$ cat src/rtl/display_rx.sv
// Parallel RGB565 display receiver: recovers pixel coordinates, measures frame
// geometry (active size and totals) and reports when that geometry is stable.
module display_rx #(
  parameter int unsigned CNT_W       = 12,
  parameter int unsigned LOCK_FRAMES = 2
) (
  input  logic             clk,
  input  logic             reset,
  input  logic             hsync,
  input  logic             vsync,
  input  logic             de,
  input  logic [15:0]      color,
  output logic             pix_valid,
  output logic [15:0]      pix_color,
  output logic [9:0]       x,
  output logic [9:0]       y,
  output logic             frame_start,
  output logic             line_start,
  output logic [CNT_W-1:0] width,
  output logic [CNT_W-1:0] height,
  output logic [CNT_W-1:0] htotal,
  output logic [CNT_W-1:0] vtotal,
  output logic             meas_valid,
  output logic             locked,
  output logic             line_err
);

  localparam int unsigned MATCH_W = (LOCK_FRAMES < 1) ? 1 : $clog2(LOCK_FRAMES + 1);
  localparam logic [CNT_W-1:0]   CNT_MAX   = '1;
  localparam logic [MATCH_W-1:0] MATCH_MAX = MATCH_W'(LOCK_FRAMES);

  function automatic logic [CNT_W-1:0] sat_inc(input logic [CNT_W-1:0] v);
    return (v == CNT_MAX) ? v : v + CNT_W'(1);
  endfunction

  // input stage and previous-value flops
  logic        s_hs, s_vs, s_de;
  logic [15:0] s_col;
  logic        p_hs, p_vs, p_de;

  logic [CNT_W-1:0]   hcnt, line_len, acnt, frame_w, vcnt, lcnt;
  logic               first_line, sat_flag, opened;
  logic [MATCH_W-1:0] match_cnt;

  logic               vs_fall, hs_fall, de_rise, de_fall;
  logic [CNT_W-1:0]   line_len_nx, vcnt_nx, lcnt_nx, frame_w_nx;
  logic               sat_now, geom_eq, line_err_nx;
  logic [MATCH_W-1:0] match_nx;

  always_comb begin
    vs_fall     = p_vs & ~s_vs;
    hs_fall     = p_hs & ~s_hs;
    de_rise     = ~p_de & s_de;
    de_fall     = p_de & ~s_de;
    line_len_nx = hs_fall ? sat_inc(hcnt) : line_len;
    vcnt_nx     = hs_fall ? sat_inc(vcnt) : vcnt;
    lcnt_nx     = de_fall ? sat_inc(lcnt) : lcnt;
    frame_w_nx  = (de_fall && first_line) ? acnt : frame_w;
    line_err_nx = de_fall & ~first_line & (acnt != frame_w);
    sat_now     = (hcnt == CNT_MAX) | (acnt == CNT_MAX) |
                  (vcnt == CNT_MAX) | (lcnt == CNT_MAX);
    geom_eq     = ({frame_w_nx, lcnt_nx, line_len_nx, vcnt_nx} ==
                   {width, height, htotal, vtotal});
    // a frame that hit saturation never counts as a match
    match_nx    = '0;
    if (meas_valid && geom_eq && !(sat_flag || sat_now))
      match_nx = (match_cnt == MATCH_MAX) ? match_cnt : match_cnt + MATCH_W'(1);
  end

  always_ff @(posedge clk) begin
    if (reset) begin
      s_hs        <= 1'b1;
      s_vs        <= 1'b1;
      s_de        <= 1'b0;
      s_col       <= '0;
      p_hs        <= 1'b1;
      p_vs        <= 1'b1;
      p_de        <= 1'b0;
      pix_valid   <= 1'b0;
      pix_color   <= '0;
      x           <= '0;
      y           <= '0;
      frame_start <= 1'b0;
      line_start  <= 1'b0;
      line_err    <= 1'b0;
      hcnt        <= '0;
      line_len    <= '0;
      acnt        <= '0;
      frame_w     <= '0;
      vcnt        <= '0;
      lcnt        <= '0;
      first_line  <= 1'b1;
      sat_flag    <= 1'b0;
      opened      <= 1'b0;
      match_cnt   <= '0;
      width       <= '0;
      height      <= '0;
      htotal      <= '0;
      vtotal      <= '0;
      meas_valid  <= 1'b0;
      locked      <= 1'b0;
    end else begin
      s_hs  <= hsync;
      s_vs  <= vsync;
      s_de  <= de;
      s_col <= color;
      p_hs  <= s_hs;
      p_vs  <= s_vs;
      p_de  <= s_de;

      pix_valid   <= s_de;
      pix_color   <= s_col;
      frame_start <= vs_fall;
      line_start  <= hs_fall;
      line_err    <= line_err_nx;

      if (de_rise)     x <= '0;
      else if (s_de)   x <= x + 10'd1;
      if (vs_fall)     y <= '0;
      else if (de_fall) y <= y + 10'd1;

      hcnt     <= hs_fall ? '0 : sat_inc(hcnt);
      line_len <= line_len_nx;
      if (de_rise)     acnt <= CNT_W'(1);
      else if (s_de)   acnt <= sat_inc(acnt);
      frame_w  <= frame_w_nx;

      if (vs_fall)      first_line <= 1'b1;
      else if (de_fall) first_line <= 1'b0;

      vcnt     <= vs_fall ? '0 : vcnt_nx;
      lcnt     <= vs_fall ? '0 : lcnt_nx;
      sat_flag <= vs_fall ? 1'b0 : (sat_flag | sat_now);

      // the first frame boundary after reset only opens a measurement
      if (vs_fall) begin
        opened <= 1'b1;
        if (opened) begin
          width      <= frame_w_nx;
          height     <= lcnt_nx;
          htotal     <= line_len_nx;
          vtotal     <= vcnt_nx;
          meas_valid <= 1'b1;
          match_cnt  <= match_nx;
          locked     <= (match_nx == MATCH_MAX);
        end
      end
    end
  end

endmodule

$ cat config.mk
export PLATFORM = sky130hd
export DESIGN_NAME = display_rx
export DESIGN_NICKNAME = d
export VERILOG_FILES = /design/src/rtl/display_rx.sv
export SDC_FILE = /design/constraint.sdc
export NUM_CORES = 1
export LEC_CHECK = 0
export ABC_AREA = 1
export CORE_MARGIN = 4
export CORE_UTILIZATION = 45
export CTS_BUF_LIST = sky130_fd_sc_hd__clkbuf_16
export DETAILED_ROUTE_END_ITERATION = 6
export GPL_TIMING_DRIVEN = 0
export PLACE_DENSITY = 0.67
export SETUP_SLACK_MARGIN = 0.4
export SKIP_CTS_REPAIR_TIMING = 1
export SLEW_MARGIN = 0
export SYNTH_ARGS = -nofsm -noshare
export SYNTH_HDL_FRONTEND = slang
export SYNTH_SLANG_ARGS = --single-unit
export TNS_END_PERCENT = 20
$ cat constraint.sdc
create_clock -name clk -period 2.3 [get_ports clk]
set_input_delay 0.345 -clock clk [delete_from_list [all_inputs] [get_ports clk]]
set_output_delay 0.345 -clock clk [all_outputs]
set_load 0.01 [all_outputs]
==> flow_metrics.env <==
export IMPL_n_fill_cell=1680
export IMPL_synthDistinctLibCells=36
export IMPL_clkPwrFrac_pct=40.7
export IMPL_ff2ff_path_depth=14
export IMPL_cp_slowest_cell="dfxtp_4"
export IMPL_drive_above_1_share_pct=17.1
export IMPL_num_rows=50
export IMPL_p_leak_nw=5.11
export IMPL_synth_seq_cells=188
export IMPL_crit_required_ns=2.67
export IMPL_clk_latency_ns=0.44
export IMPL_yosys_area_top_type_share_pct=42.9
export IMPL_multi_input_area_um2=4510
export IMPL_cp_cell_sequence="ha_4 > nand2_4 > nor2_4 > nand3_4 > buf_4 > nand4_1 > nand2_1 > nand2_1 > nand3_1 > nor2_2 > nand3_1 > nor3_2 > nand4_1 > a21oi_2"
export IMPL_core_area_um2=19000
export IMPL_intPower_mw=5.15
export IMPL_yosysMostFrequentCell="nand2_1"
export IMPL_portBuffers=109
export IMPL_ys_top_cells_by_count="315 x nand2_1, 206 x inv_1, 188 x dfxtp_1, 158 x nor2_1, 100 x nand3_1"
export IMPL_viasPerCell=5.04
export IMPL_pwr_share_seq_pct=48.0
export IMPL_syn_avg_cell_area_um2=6.85
export IMPL_period_share_pct=103
export IMPL_initial_utilization_pct=46.3
export IMPL_grt_pass1_wl_um=38300
export IMPL_clock_fmax_mhz=423
export IMPL_drt_iter0_markers=669
export IMPL_synth_nets=1309
export IMPL_vias=8763
export IMPL_timing_rr_end="locked"
export IMPL_place_hpwl_um=17800
export IMPL_nets=1492
export IMPL_combPwrFrac_pct=11.2
export IMPL_wl_um=25600
export IMPL_fin_setup_tns_ns=-0.0796
export IMPL_dr_pass1_iters=7
export IMPL_dieArea_um2=21800
export IMPL_fin_worst_skew_ns=0.00611
export IMPL_vdd_drop_max_uv=542
export IMPL_grt_usage_pct=21.7
export IMPL_fin_ws_ns=-0.0640
export IMPL_die_height_um=148
export IMPL_slew_limit_headroom_pct=47.9
export IMPL_synth_edf_count=0
export IMPL_arrival_ns=2.73
export IMPL_rrSetupSlack_ns=-0.06
export IMPL_p_per_area_nw_per_um2=602
export IMPL_grt_ovfl_total=0
export IMPL_regArea_um2=3820
export IMPL_antenna_found_initial=0
export IMPL_cts_tree="built"
export IMPL_hold_viol_final=0
export IMPL_timing_final_crit_period_ns=2.36
export IMPL_swShare_pct=27.9
export IMPL_wl_per_cell_um=14.7
export IMPL_crit_reg2reg_launch="hcnt[0]"
export IMPL_startpoint_type="flip-flop"
export IMPL_max_cap_violations=0
export IMPL_synthFlopType="dfxtp_1"
export IMPL_whs_endpoint="pix_color[5]"
export IMPL_antenna_cells=0
export IMPL_synth_async_sr_flop_share_pct=0
export IMPL_min_path_type="flip-flop to flip-flop"
export IMPL_power_mw=7.14
export IMPL_htreeDepth=4
export IMPL_hold_depth=2
export IMPL_crit_type="flip-flop to flip-flop"
export IMPL_setup_violations=2
export IMPL_path_clk_slew_ns=0.07
export IMPL_area_delta_synth_final_pct=35.0
export IMPL_gp_congestion=0.875
export IMPL_io_pins=111
export IMPL_cts_made_buffers=17
export IMPL_tightest_slew_ns=0.779
export IMPL_end_kind="flip-flop"
export IMPL_yosys_area_top_type="dfxtp_1"
export IMPL_cts_root_buf="clkbuf_16"
export IMPL_synthCells=1281
export IMPL_worstHoldStart="s_col[5]"
export IMPL_grt_max_degree=20
export IMPL_dieWidth_um=148
export IMPL_failed_checks="negative setup slack"
export IMPL_clkSinkCount=188
export IMPL_ys_top_cells_by_area="dfxtp_1 43%, nand2_1 13%, inv_1 8.8%"
export IMPL_critPathMaxStageDelay_ns=0.39
export IMPL_drc_errors=0
export IMPL_p_sw_mw=1.99
export IMPL_postRouteAntennaNets=0
export IMPL_yosys_warnings=0
export IMPL_cts_max_path_buffers=2
export IMPL_crit_path_max_fanout=5
export IMPL_yosysSeqAreaShare_pct=42.9
export IMPL_grt_pass1_vias=7687
export IMPL_rsz0062_at_grt="yes"
export IMPL_netlist_area_um2=8780
export IMPL_outcome="finished with violations"
export IMPL_drv_slew=0
## layout by cell type, fill, tap and decap left out, types with 3 or more instances in the layout
cell             count
dfxtp_2             21
nor2_2              14
nand2_2             25
or2_2               13
o21ai_2              3
nand2_1            287
inv_6                3
buf_8                4
nand3_4              7
dfxtp_4              7
nand3_2             15
buf_1                4
inv_8                8
ha_1                 3
dfxtp_1            160
nor2_4              14
nand3b_1            19
ha_4                 4
nand2_4              7
xor2_1              10
buf_4               46
o21ai_0             46
o211ai_1            23
clkdlybuf4s50_1    109
xnor2_1             14
clkbuf_2             5
clkbuf_1            21
nor2_1             136
a21oi_2              4
nand4_1             32
clkbuf_16           19
a21oi_1             54
nand3_1             86
nor3_4               3
inv_4                3
inv_1              199
nor3_1               9
inv_2                4
buf_6               11
## critical path, delay by kind of cell (launching register included)
family	cells	cell delay, ns
DFF	1	0.39
buffers and inverters	1	0.17
AOI/OAI and AO/OA	1	0.17
and+or+nand+nor	11	1.40
adders and majority gates	1	0.16
## through the flow
step	hold WS [ns]	area [µm²]	util (%)	setup slack [ns]	std cells
2_1_floorplan	0.388	8850	-	0.392	1281
3_3_place_gp	0.389	10300	54.2	-0.155	1650
3_5_place_dp	0.394	10300	54.2	-0.156	1650
4_1_cts	0.404	10800	57.2	-0.182	1682
5_1_grt	0.406	11900	62.5	-0.177	1737
6_report	0.400	11900	62.5	-0.0640	1737
## final cells by class
class                      instances  share of cell area, %
inverter                         207                   6.77
timing repair buffer             162                   13.1
buffer                            44                   2.32
tap                              260                   2.74
sequential                       188                   32.2
clock inverter                    15                   1.28
multi-input combinational        844                   38.0
clock buffer                      17                   3.59
## how the worst max path moves through the flow
stage	to	from	slack [ns]
2_1_floorplan	locked	hcnt[1]	0.39
3_3_place_gp	locked	s_hs	-0.16
3_5_place_dp	locked	s_hs	-0.16
4_1_cts	locked	p_de	-0.18
5_1_grt	locked	lcnt[0]	-0.18
6_report	locked	hcnt[0]	-0.06
## registers in the layout (all words and copies together), names as in the netlist, 2 cells and up
signal,cells
match_cnt,2
frame_w,12
pix_color,16
htotal,12
vcnt,12
line_len,12
x,10
y,10
acnt,12
height,12
lcnt,12
hcnt,12
width,12
s_col,16
vtotal,12
## power by group through the flow
stage | logic, mW | registers [mW] | clock network [mW]
after floorplan | 0.412 | 3.51 | 0
after global placement | 0.688 | 3.50 | 0
after detailed placement | 0.696 | 3.50 | 0
after CTS | 0.700 | 3.43 | 2.95
after global routing | 0.887 | 3.44 | 3.07
final | 0.803 | 3.43 | 2.91
## kinds of logic after synthesis
group / after synthesis / synth area share, %
flops: 188 / 42.9
fa+ha+maj: 7 / 0.997
simple gates: 669 / 33.4
compound gates: 140 / 8.95
buf+inv: 251 / 11.2
xor+xnor: 26 / 2.59
## layer usage
metal / global-route usage (%) / up-vias / routed length [µm]
met2: 34.7 / 225 / 12000
met1: 29.5 / 4117 / 11700
met4: 6.20 / 0 / 464
met3: 4.84 / 31 / 1460
met5: 0 / - / 0
li1: - / 4390 / -
No activity file was read; power rests on OpenSTA's default activity.
